## config.mk

```make
export PLATFORM = sky130hd
export DESIGN_NAME = mem_arbiter
export DESIGN_NICKNAME = d
export VERILOG_FILES = /design/src/rtl/mem_arb_pkg.sv /design/src/rtl/arb_timer.sv /design/src/rtl/mem_arbiter.sv
export SDC_FILE = /design/constraint.sdc
export NUM_CORES = 1
export LEC_CHECK = 0
export CAP_MARGIN = 20
export CORE_ASPECT_RATIO = 1.4
export CORE_MARGIN = 5
export CORE_UTILIZATION = 42
export DETAILED_ROUTE_END_ITERATION = 12
export PLACE_DENSITY_LB_ADDON = 0.12
export SYNTH_ARGS = -nofsm -noshare
export SYNTH_HDL_FRONTEND = slang
export SYNTH_HIERARCHICAL = 1
export SYNTH_SLANG_ARGS = --single-unit
```

## constraint.sdc

```tcl
create_clock -name clk_i -period 6.1 [get_ports clk_i]
set_input_delay 1.22 -clock clk_i [delete_from_list [all_inputs] [get_ports clk_i]]
set_output_delay 1.22 -clock clk_i [all_outputs]
set_load 0.05 [all_outputs]
```

## src/rtl/mem_arb_pkg.sv

```systemverilog
`default_nettype none
// ============================================================================
// Module   : mem_arb_pkg
// Purpose  : Shared types and helpers for the two-port memory arbiter.
//            arb_state_t - arbiter FSM states
//            arb_grant_t - which requester owns the current access
// Revision : 1.0 - initial release
// ============================================================================
package mem_arb_pkg;

  typedef enum logic [1:0] {
    IDLE   = 2'd0,
    BUSY_I = 2'd1,
    BUSY_D = 2'd2,
    RESP   = 2'd3
  } arb_state_t;

  typedef enum logic {
    GRANT_I = 1'b0,
    GRANT_D = 1'b1
  } arb_grant_t;

  // The streak counter must be at least 3 bits wide and must be able to hold
  // STREAK_MAX itself.
  function automatic int streak_width(input int max_val);
    int w;
    w = $clog2(max_val + 1);
    return (w < 3) ? 3 : w;
  endfunction

endpackage
`default_nettype wire

```

## src/rtl/arb_timer.sv

```systemverilog
`default_nettype none
// ============================================================================
// Module   : arb_timer
// Purpose  : Access watchdog for the memory arbiter. Counts cycles in which
//            enable is high; expired flags the cycle that would be the
//            TIMEOUT-th enabled cycle since the last clear.
// Ports    : clk, rst (async, active-high)
//            clear   - restart the count at zero
//            enable  - count this cycle (busy and no memory ack)
//            expired - this enabled cycle reaches TIMEOUT
// Revision : 1.0 - initial release
// ============================================================================
module arb_timer #(
  parameter int TIMEOUT = 16
) (
  input  logic clk,
  input  logic rst,
  input  logic clear,
  input  logic enable,
  output logic expired
);

  localparam int CW = $clog2(TIMEOUT + 1);

  logic [CW-1:0] count;

  always_ff @(posedge clk or posedge rst) begin
    if (rst) begin
      count <= '0;
    end else if (clear) begin
      count <= '0;
    end else if (enable) begin
      count <= count + CW'(1);
    end
  end

  // Combinational so the arbiter can leave BUSY on the very cycle the limit
  // is reached, keeping mem_req_o high for exactly TIMEOUT cycles.
  assign expired = enable && (count == CW'(TIMEOUT - 1));

endmodule
`default_nettype wire

```

## src/rtl/mem_arbiter.sv

```systemverilog
`default_nettype none
// ============================================================================
// Module   : mem_arbiter
// Purpose  : Arbitrates an instruction-fetch port and a data port onto one
//            memory bus. Data wins ties unless it has already taken
//            STREAK_MAX grants in a row while fetch waited. Each access is
//            watched by arb_timer; a timeout completes the access with
//            rdata 0 and sets the sticky err_o.
// Ports    : clk_i, rst_i (async, active-high)
//            i_*  - fetch requester (req/addr in, ack/rdata out)
//            d_*  - data requester (req/we/addr/wdata in, ack/rdata out)
//            mem_* - memory bus (req/we/addr/wdata out, ack/rdata in)
//            err_o - sticky timeout flag
// Revision : 1.0 - initial release
// ============================================================================
module mem_arbiter
  import mem_arb_pkg::*;
#(
  parameter int ADDR_WIDTH = 32,
  parameter int DATA_WIDTH = 32,
  parameter int STREAK_MAX = 4,
  parameter int TIMEOUT    = 16
) (
  input  logic                  clk_i,
  input  logic                  rst_i,
  input  logic                  i_req_i,
  input  logic [ADDR_WIDTH-1:0] i_addr_i,
  output logic                  i_ack_o,
  output logic [DATA_WIDTH-1:0] i_rdata_o,
  input  logic                  d_req_i,
  input  logic                  d_we_i,
  input  logic [ADDR_WIDTH-1:0] d_addr_i,
  input  logic [DATA_WIDTH-1:0] d_wdata_i,
  output logic                  d_ack_o,
  output logic [DATA_WIDTH-1:0] d_rdata_o,
  output logic                  mem_req_o,
  output logic                  mem_we_o,
  output logic [ADDR_WIDTH-1:0] mem_addr_o,
  output logic [DATA_WIDTH-1:0] mem_wdata_o,
  input  logic                  mem_ack_i,
  input  logic [DATA_WIDTH-1:0] mem_rdata_i,
  output logic                  err_o
);

  localparam int SW = streak_width(STREAK_MAX);

  arb_state_t            state;
  arb_state_t            state_next;
  arb_grant_t            grant;
  logic [ADDR_WIDTH-1:0] addr_q;
  logic                  we_q;
  logic [DATA_WIDTH-1:0] wdata_q;
  logic [DATA_WIDTH-1:0] i_rdata_q;
  logic [DATA_WIDTH-1:0] d_rdata_q;
  logic [SW-1:0]         streak;
  logic                  err_q;

  logic                  busy;
  logic                  pick_d;
  logic                  done;
  logic [DATA_WIDTH-1:0] resp_data;
  logic                  timer_clear;
  logic                  timer_en;
  logic                  timer_expired;

  assign busy   = (state == BUSY_I) || (state == BUSY_D);
  // Data wins unless fetch is waiting and data has used up its streak.
  assign pick_d = d_req_i && (!i_req_i || (streak != SW'(STREAK_MAX)));
  // An ack on the timeout cycle still counts as a normal completion.
  assign done   = busy && (mem_ack_i || timer_expired);
  assign resp_data = (mem_ack_i && !we_q) ? mem_rdata_i : '0;

  assign timer_clear = (state == IDLE) && (state_next != IDLE);
  assign timer_en    = busy && !mem_ack_i;

  arb_timer #(
    .TIMEOUT (TIMEOUT)
  ) u_timer (
    .clk     (clk_i),
    .rst     (rst_i),
    .clear   (timer_clear),
    .enable  (timer_en),
    .expired (timer_expired)
  );

  always_ff @(posedge clk_i or posedge rst_i) begin
    if (rst_i) begin
      state <= IDLE;
    end else begin
      state <= state_next;
    end
  end

  always_comb begin
    state_next = state;
    case (state)
      IDLE: begin
        if (d_req_i || i_req_i) begin
          state_next = pick_d ? BUSY_D : BUSY_I;
        end
      end
      BUSY_I, BUSY_D: begin
        if (done) begin
          state_next = RESP;
        end
      end
      RESP:    state_next = IDLE;
      default: state_next = IDLE;
    endcase
  end

  always_ff @(posedge clk_i or posedge rst_i) begin
    if (rst_i) begin
      grant     <= GRANT_I;
      addr_q    <= '0;
      we_q      <= 1'b0;
      wdata_q   <= '0;
      i_rdata_q <= '0;
      d_rdata_q <= '0;
      streak    <= '0;
      err_q     <= 1'b0;
    end else begin
      if ((state == IDLE) && (state_next == BUSY_D)) begin
        grant   <= GRANT_D;
        addr_q  <= d_addr_i;
        we_q    <= d_we_i;
        wdata_q <= d_wdata_i;
        if (!i_req_i) begin
          streak <= '0;
        end else if (streak != SW'(STREAK_MAX)) begin
          streak <= streak + SW'(1);
        end
      end else if ((state == IDLE) && (state_next == BUSY_I)) begin
        grant   <= GRANT_I;
        addr_q  <= i_addr_i;
        we_q    <= 1'b0;
        wdata_q <= '0;
        streak  <= '0;
      end

      if (done) begin
        if (grant == GRANT_D) begin
          d_rdata_q <= resp_data;
        end else begin
          i_rdata_q <= resp_data;
        end
        if (!mem_ack_i) begin
          err_q <= 1'b1;
        end
      end
    end
  end

  assign mem_req_o   = busy;
  assign mem_we_o    = we_q;
  assign mem_addr_o  = addr_q;
  assign mem_wdata_o = wdata_q;
  assign i_ack_o     = (state == RESP) && (grant == GRANT_I);
  assign d_ack_o     = (state == RESP) && (grant == GRANT_D);
  assign i_rdata_o   = i_rdata_q;
  assign d_rdata_o   = d_rdata_q;
  assign err_o       = err_q;

endmodule
`default_nettype wire

```

==> results.yml, run 1 <==
timing:
  fmax_mhz: 290.7
  hold_viol: 0
  finalClockSkew_ns: 0.01225
  fin_tns_setup_ns: 0
  setup_viol: 0
  slew_violations: 0
  rsz0062_at_grt: "false"
  fin_crit_sh: 0.5639
  period_minus_slack_ns: 3.440
  final.setup.worst_slack_ns: 2.660
  tightest_slew_ns: 0.7651
  slew_headroom: 0.4889
setup_path:
  path_cells: "inv_1 > ha_1 > clkdlybuf4s50_1"
  worst_ep_arrival_time_ns: 2.22
  path_buf_inv: 2
  cp.required_ns: 4.88
  crit_type: "flip-flop to primary output"
  slowest_delay_ns: 0.86
  r2r_slack_ns: 3.12
  cpLargestDelayFamily: "buffers and inverters"
  cp-start-kind: "flip-flop"
  worst_path_max_delay_cell: "clkdlybuf4s50_1"
  end_kind: "primary output"
  cp_max_fo: 7
placed_design:
  place.gp.congestion: 0.7663
  place_inst: 987
  hpwl_um: 13130
  place_ws_ns: 2.175
  io_buffers: 266
die:
  row_count: 50
  fp.dieArea_mm2: 0.01630
  fp.dieH_um: 149.1
  coreArea_mm2: 0.01345
  num_io_pins: 267
  initial_core_util: 0.4313
  die-width_um: 109.3
finish:
  final_layout_size_suffix_gt1_frac: 0.06921
  finalNetCount: 965
  fin_cells: 1021
  area_growth_pct: 59.03
  n_fill_cell: 1045
  multiInputGateArea_mm2: 0.002028
  regArea_mm2: 0.003528
synth:
  synth_area_leaders: "dfrtp_1 (61%), nand2_1 (8.4%), a22o_1 (5.0%), a21oi_1 (4.8%), o21ai_0 (3.0%)"
  yosys-top-cells-count: "dfrtp_1 (141), nand2_1 (130), a21oi_1 (56), nor2_1 (39), o21ai_0 (35)"
  yosysTopAreaCellShare: 0.6082
  yosysSeqAreaShare: 0.6082
  synth_area_mm2: 0.005802
  yosysMostFrequentCell: "dfrtp_1"
  syn_inst: 571
  synth_edf_count: 0
  synth_nets: 711
  synth.distinct_cells: 42
  yosysWarnings: 6
  synthFlopType: "dfrtp_1"
  synth_top_cell_by_area: "dfrtp_1"
  synth-async-reset-ratio: 1.000
  ys_seq_elements: 141
  syn_area_per_cell_um2: 10.16
global_routing:
  antenna_found_initial: 1
  first_global_vias: 5443
  grt_max_degree: 79
  gr-total-overflow: 0
  grtUsageTotal: 0.2196
  grt_pass1_wl_um: 27760
outcome:
  status: "finished clean"
detailed_routing:
  wirelength_um: 18040
  drc: 0
  dr_total_vias: 5189
  first_iter_violations: 194
  wl_per_cell_um: 17.67
  drt_first_pass_iters: 4
  drtAntennaViolNets: 0
  viasPerCell: 5.082
clock_tree:
  cts_tree: "built"
  clkLatencyLatePin_ns: 0.41
  cts_hold_buf: 0
  root_buffer: "clkbuf_16"
  htreeDepth: 4
  cts_setup_buffers: 0
  path_clk_slew_ns: 0.05
  numCtsBuffers: 17
  post_cts_resized: 0
  cts_buffer_depth: 2
  cts_sinks: 141
power_and_ir_drop:
  fin_total_pwr_mw: 5.746
  cellLeakagePower_nw: 4.038
  irDropWorstVdd_uv: 361.8
  powerDensity_mw_per_mm2: 622.8
run:
  drv_cap: 0
hold_path:
  hold_class: "flip-flop to flip-flop"
==> final cells by class <==
class,count,share of cell area
diodes,1,0.0002712
flip-flops and latches,141,0.3824
clock buffers,20,0.04841
inverters,9,0.004204
clock inverters,12,0.01993
well taps,182,0.02468
multi-input cells,381,0.2198
repair buffers,275,0.3002
==> cell families (layout without fill, tap and decap cells) <==
family                     count (synthesis)  count (layout)  synth area share
AOI/OAI and AO/OA                        185             185            0.1973
other                                      0               1                 0
and+or+nand+nor                          186             186            0.1298
DFF                                      141             141            0.6082
adders and majority gates                  6               6           0.01294
xor gates and xnor gates                   2               2          0.003020
muxes                                      2               2          0.004312
buffers and inverters                     49             316           0.04442
==> worst reg2reg max path: cells and delay by family, from the launching register on <==
kind / cells / cell delay [ns]
and+or+nand+nor: 4 / 1.51
adders and majority gates: 1 / 0.38
AOI/OAI and AO/OA: 2 / 0.15
DFF: 1 / 0.47
buffers and inverters: 2 / 0.35
==> where the power goes <==
group          internal, mW  switching (mW)  leakage [nW]
registers              1.30           0.211          1.79
clock network         0.700           0.400         0.302
logic                  1.03            2.10          1.94
total                  3.03            2.71          4.04
==> cell usage in the layout, fill, tap and decap left out, types with 4 or more instances in the layout <==
master	n
clkdlybuf4s50_1	266
dfrtp_1	141
nand2_1	130
a21oi_1	56
nor2_1	39
o21ai_0	35
a22o_1	33
o21ai_1	32
clkbuf_16	17
a21oi_2	11
inv_1	8
ha_1	6
buf_4	6
inv_6	4
bufinv_16	4
==> path summary, 6_finish.rpt <==
path | end | cells after the start | from
setup / recovery | mem_req_o | 3 | state[0]$_DFF_PP0_
hold / removal | d_rdata_o[5]$_DFFE_PP0P_ | 2 | d_rdata_o[5]$_DFFE_PP0P_
setup reg to reg | i_rdata_o[8]$_DFFE_PP0P_ | 9 | state[0]$_DFF_PP0_
hold reg to reg | d_rdata_o[5]$_DFFE_PP0P_ | 2 | d_rdata_o[5]$_DFFE_PP0P_
max in group asynchronous | d_rdata_o[13]$_DFFE_PP0P_ | 3 | rst_i
min in group asynchronous | u_timer/count[2]$_DFFE_PP0P_ | 2 | rst_i
==> layer usage <==
layer | global-route usage | part of all wire | routed length, um | vias to the layer above
li1 | - | - | - | 2461
met3 | 0.06496 | 0.064 | 1156 | 40
met2 | 0.3857 | 0.53 | 9610 | 182
met5 | 0 | 0 | 0 | -
met1 | 0.2425 | 0.37 | 6638 | 2506
met4 | 0.09545 | 0.035 | 630 | 0
==> metrics by stage <==
step	cell area [um^2]	hold WS (ns)	util
finish	9226	0.4798	0.6860
global route	9226	0.4948	0.6860
CTS	9204	0.4849	0.6843
detailed placement	8573	0.4719	0.6374
global placement	8531	0.4622	0.6342
floorplan	5802	0.4742	-
==> flip-flops by register name, summed over array words and instances (netlist names) <==
| register | flops |
|---|---|
| d_rdata_o | 32 |
| mem_wdata_o | 32 |
| err_o | 1 |
| mem_addr_o | 32 |
| grant | 1 |
| mem_we_o | 1 |
| streak | 3 |
| state | 2 |
| u_timer/count | 5 |
| i_rdata_o | 32 |
Note: power is estimated with default switching activity, not from simulation.
==> inputs of run 2 (changes only) <==
==> constraint.sdc (replaced) <==
create_clock -name clk_i -period 3.2 [get_ports clk_i]
set_input_delay 0.64 -clock clk_i [delete_from_list [all_inputs] [get_ports clk_i]]
set_output_delay 0.64 -clock clk_i [all_outputs]
set_load 0.05 [all_outputs]
==> results.yml, run 2 (synthesized netlist as in run 1, its figures left out) <==
power_and_ir_drop:
  seqPwrFrac: 0.270
  p_int_mw: 5.456
  powerDensity_mw_per_mm2: 1168
  swShare: 0.4899
  p_sw_mw: 5.240
  fin_total_pwr_mw: 10.70
  cellLeakagePower_nw: 4.017
  clock_power_share: 0.173
  irDropWorstVdd_uv: 506.4
  p_comb_frac: 0.557
detailed_routing:
  wirelength_um: 18130
  first_iter_violations: 347
  wl_per_cell_um: 17.70
  viasPerCell: 5.069
  drt_first_pass_iters: 5
  drtAntennaViolNets: 0
  drc: 0
  dr_total_vias: 5191
hold_path:
  hp-start: "err_o$_DFFE_PP0P_"
  whs_endpoint: "err_o$_DFFE_PP0P_"
  hold_class: "flip-flop to flip-flop"
  whs_path_depth: 1
timing:
  setup_viol: 0
  period_minus_slack_ns: 2.894
  finalClockSkew_ns: 0.01083
  tightest_slew_ns: 0.7047
  final.setup.worst_slack_ns: 0.3063
  rsz0062_at_grt: "false"
  slew_headroom: 0.5302
  fmax_mhz: 345.6
  fin_crit_sh: 0.9043
  hold_viol: 0
  fin_tns_setup_ns: 0
  slew_violations: 0
global_routing:
  grt_max_degree: 65
  gr-total-overflow: 0
  grtUsageTotal: 0.2236
  grt_pass1_wl_um: 28370
  first_global_vias: 5423
  antenna_found_initial: 0
placed_design:
  place.gp.congestion: 0.7564
  place_inst: 991
  io_buffers: 266
  place_ws_ns: 0.1937
  hpwl_um: 13080
setup_path:
  path_cells: "inv_1 > ha_1 > clkdlybuf4s50_1"
  worst_ep_arrival_time_ns: 2.25
  r2r_end: "i_rdata_o[2]$_DFFE_PP0P_"
  cp.required_ns: 2.56
  crit_type: "flip-flop to primary output"
  cp_max_fo: 7
  reg2reg_depth: 9
  cp-start-kind: "flip-flop"
  slowest_delay_ns: 0.87
  worst_path_max_delay_cell: "clkdlybuf4s50_1"
  reg2reg_from: "state[0]$_DFF_PP0_"
  r2r_slack_ns: 0.70
  end_kind: "primary output"
finish:
  area_growth_pct: 57.90
  postLayoutCoreUtil: 0.6811
  n_fill_cell: 1055
  fin_cells: 1024
  final_layout_size_suffix_gt1_frac: 0.07601
  diodes: 0
  final_common_cell: "clkdlybuf4s50_1"
  final_cell_mix: "clkdlybuf4s50_1 (266), dfrtp_1 (141), nand2_1 (130), a21oi_1 (56), nor2_1 (39)"
  finalNetCount: 969
clock_tree:
  numCtsBuffers: 17
  cts_sinks: 141
  root_buffer: "clkbuf_16"
  cts_buffer_depth: 2
  post_cts_resized: 0
  htreeDepth: 4
  cts_setup_buffers: 0
  cts_hold_buf: 0
  path_clk_slew_ns: 0.06
  clkLatencyLatePin_ns: 0.41
  cts_tree: "built"
die:
  fp.dieArea_mm2: 0.01630
  coreArea_mm2: 0.01345
  num_io_pins: 267
  initial_core_util: 0.4313
  row_count: 50
  fp.dieH_um: 149.1
  die-width_um: 109.3
run:
  drv_cap: 0
outcome:
  status: "finished clean"
-- run 2: cell types whose count changed in the layout (fill, tap and decap cells not counted), sizes merged --
cell      change
clkbuf        -3
diode         -1
inv           +4
buf           +4
clkinvlp      +1
bufinv        -4
clkinv        +2
-- run 2: through the flow --
stage               cell area [um^2]  hold WS, ns
floorplan                       5806       0.4185
global route                    9161       0.4901
CTS                             9141       0.4745
finish                          9161       0.4646
detailed placement              8587       0.4506
global placement                8587       0.4537
-- run 2: how the worst max path moves through the flow --
| stage | startpoint | to | slack (ns) | cells after the start |
|---|---|---|---|---|
| finish | state[0]$_DFF_PP0_ | mem_req_o | 0.31 | 3 |
| global route | state[0]$_DFF_PP0_ | mem_req_o | 0.19 | 3 |
| CTS | state[0]$_DFF_PP0_ | mem_req_o | 0.28 | 3 |
| detailed placement | mem_ack_i | i_rdata_o[2]$_DFFE_PP0P_ | 0.19 | 6 |
| global placement | mem_ack_i | i_rdata_o[2]$_DFFE_PP0P_ | 0.33 | 6 |
| floorplan | state[0]$_DFF_PP0_ | i_rdata_o[1]$_DFFE_PP0P_ | 0.60 | 11 |
-- run 2: final cells by class --
cell class | count | area (um^2) | share of cell area
clock inverter | 15 | 128.9 | 0.01407
multi-input combinational | 381 | 2028 | 0.2214
inverter | 9 | 37.54 | 0.004097
timing repair buffer | 279 | 2785 | 0.3040
sequential | 141 | 3528 | 0.3851
clock buffer | 17 | 425.4 | 0.04644
tap | 182 | 227.7 | 0.02486
-- run 2: critical path: cells and delay by family, from the launching register on --
kind                     cells  cell delay (ns)
adder cells (fa/ha/maj)      1             0.39
flip-flops                   1             0.49
buffers and inverters        2             0.97
-- run 2: metal layers --
layer  vias up  routed length, um  global-route usage
met5         -                  0                   0
met4         0                620             0.09545
met3        39               1361             0.06583
met2       198               9491              0.3787
met1      2486               6655              0.2609
li1       2468                  -                   -
-- run 2: power groups by stage --
stage | combinational [mW] | clock [mW] | sequential (mW)
after floorplan | 1.83 | 0 | 5.06
after global placement | 5.84 | 0 | 2.88
after detailed placement | 5.95 | 0 | 2.91
after CTS | 5.98 | 1.89 | 2.89
after global routing | 6.30 | 1.98 | 2.98
final | 5.95 | 1.85 | 2.89
==> inputs of run 3 (changes only) <==
--- a/config.mk
+++ b/config.mk
@@ -9,6 +9,7 @@
 export CORE_ASPECT_RATIO = 1.4
 export CORE_MARGIN = 5
 export CORE_UTILIZATION = 42
+export CTS_CLUSTER_SIZE = 20
 export DETAILED_ROUTE_END_ITERATION = 12
 export PLACE_DENSITY_LB_ADDON = 0.12
 export SYNTH_ARGS = -nofsm -noshare
==> results of run 3 <==
The final DEF is identical to that of run 2; final timing and power are the same.
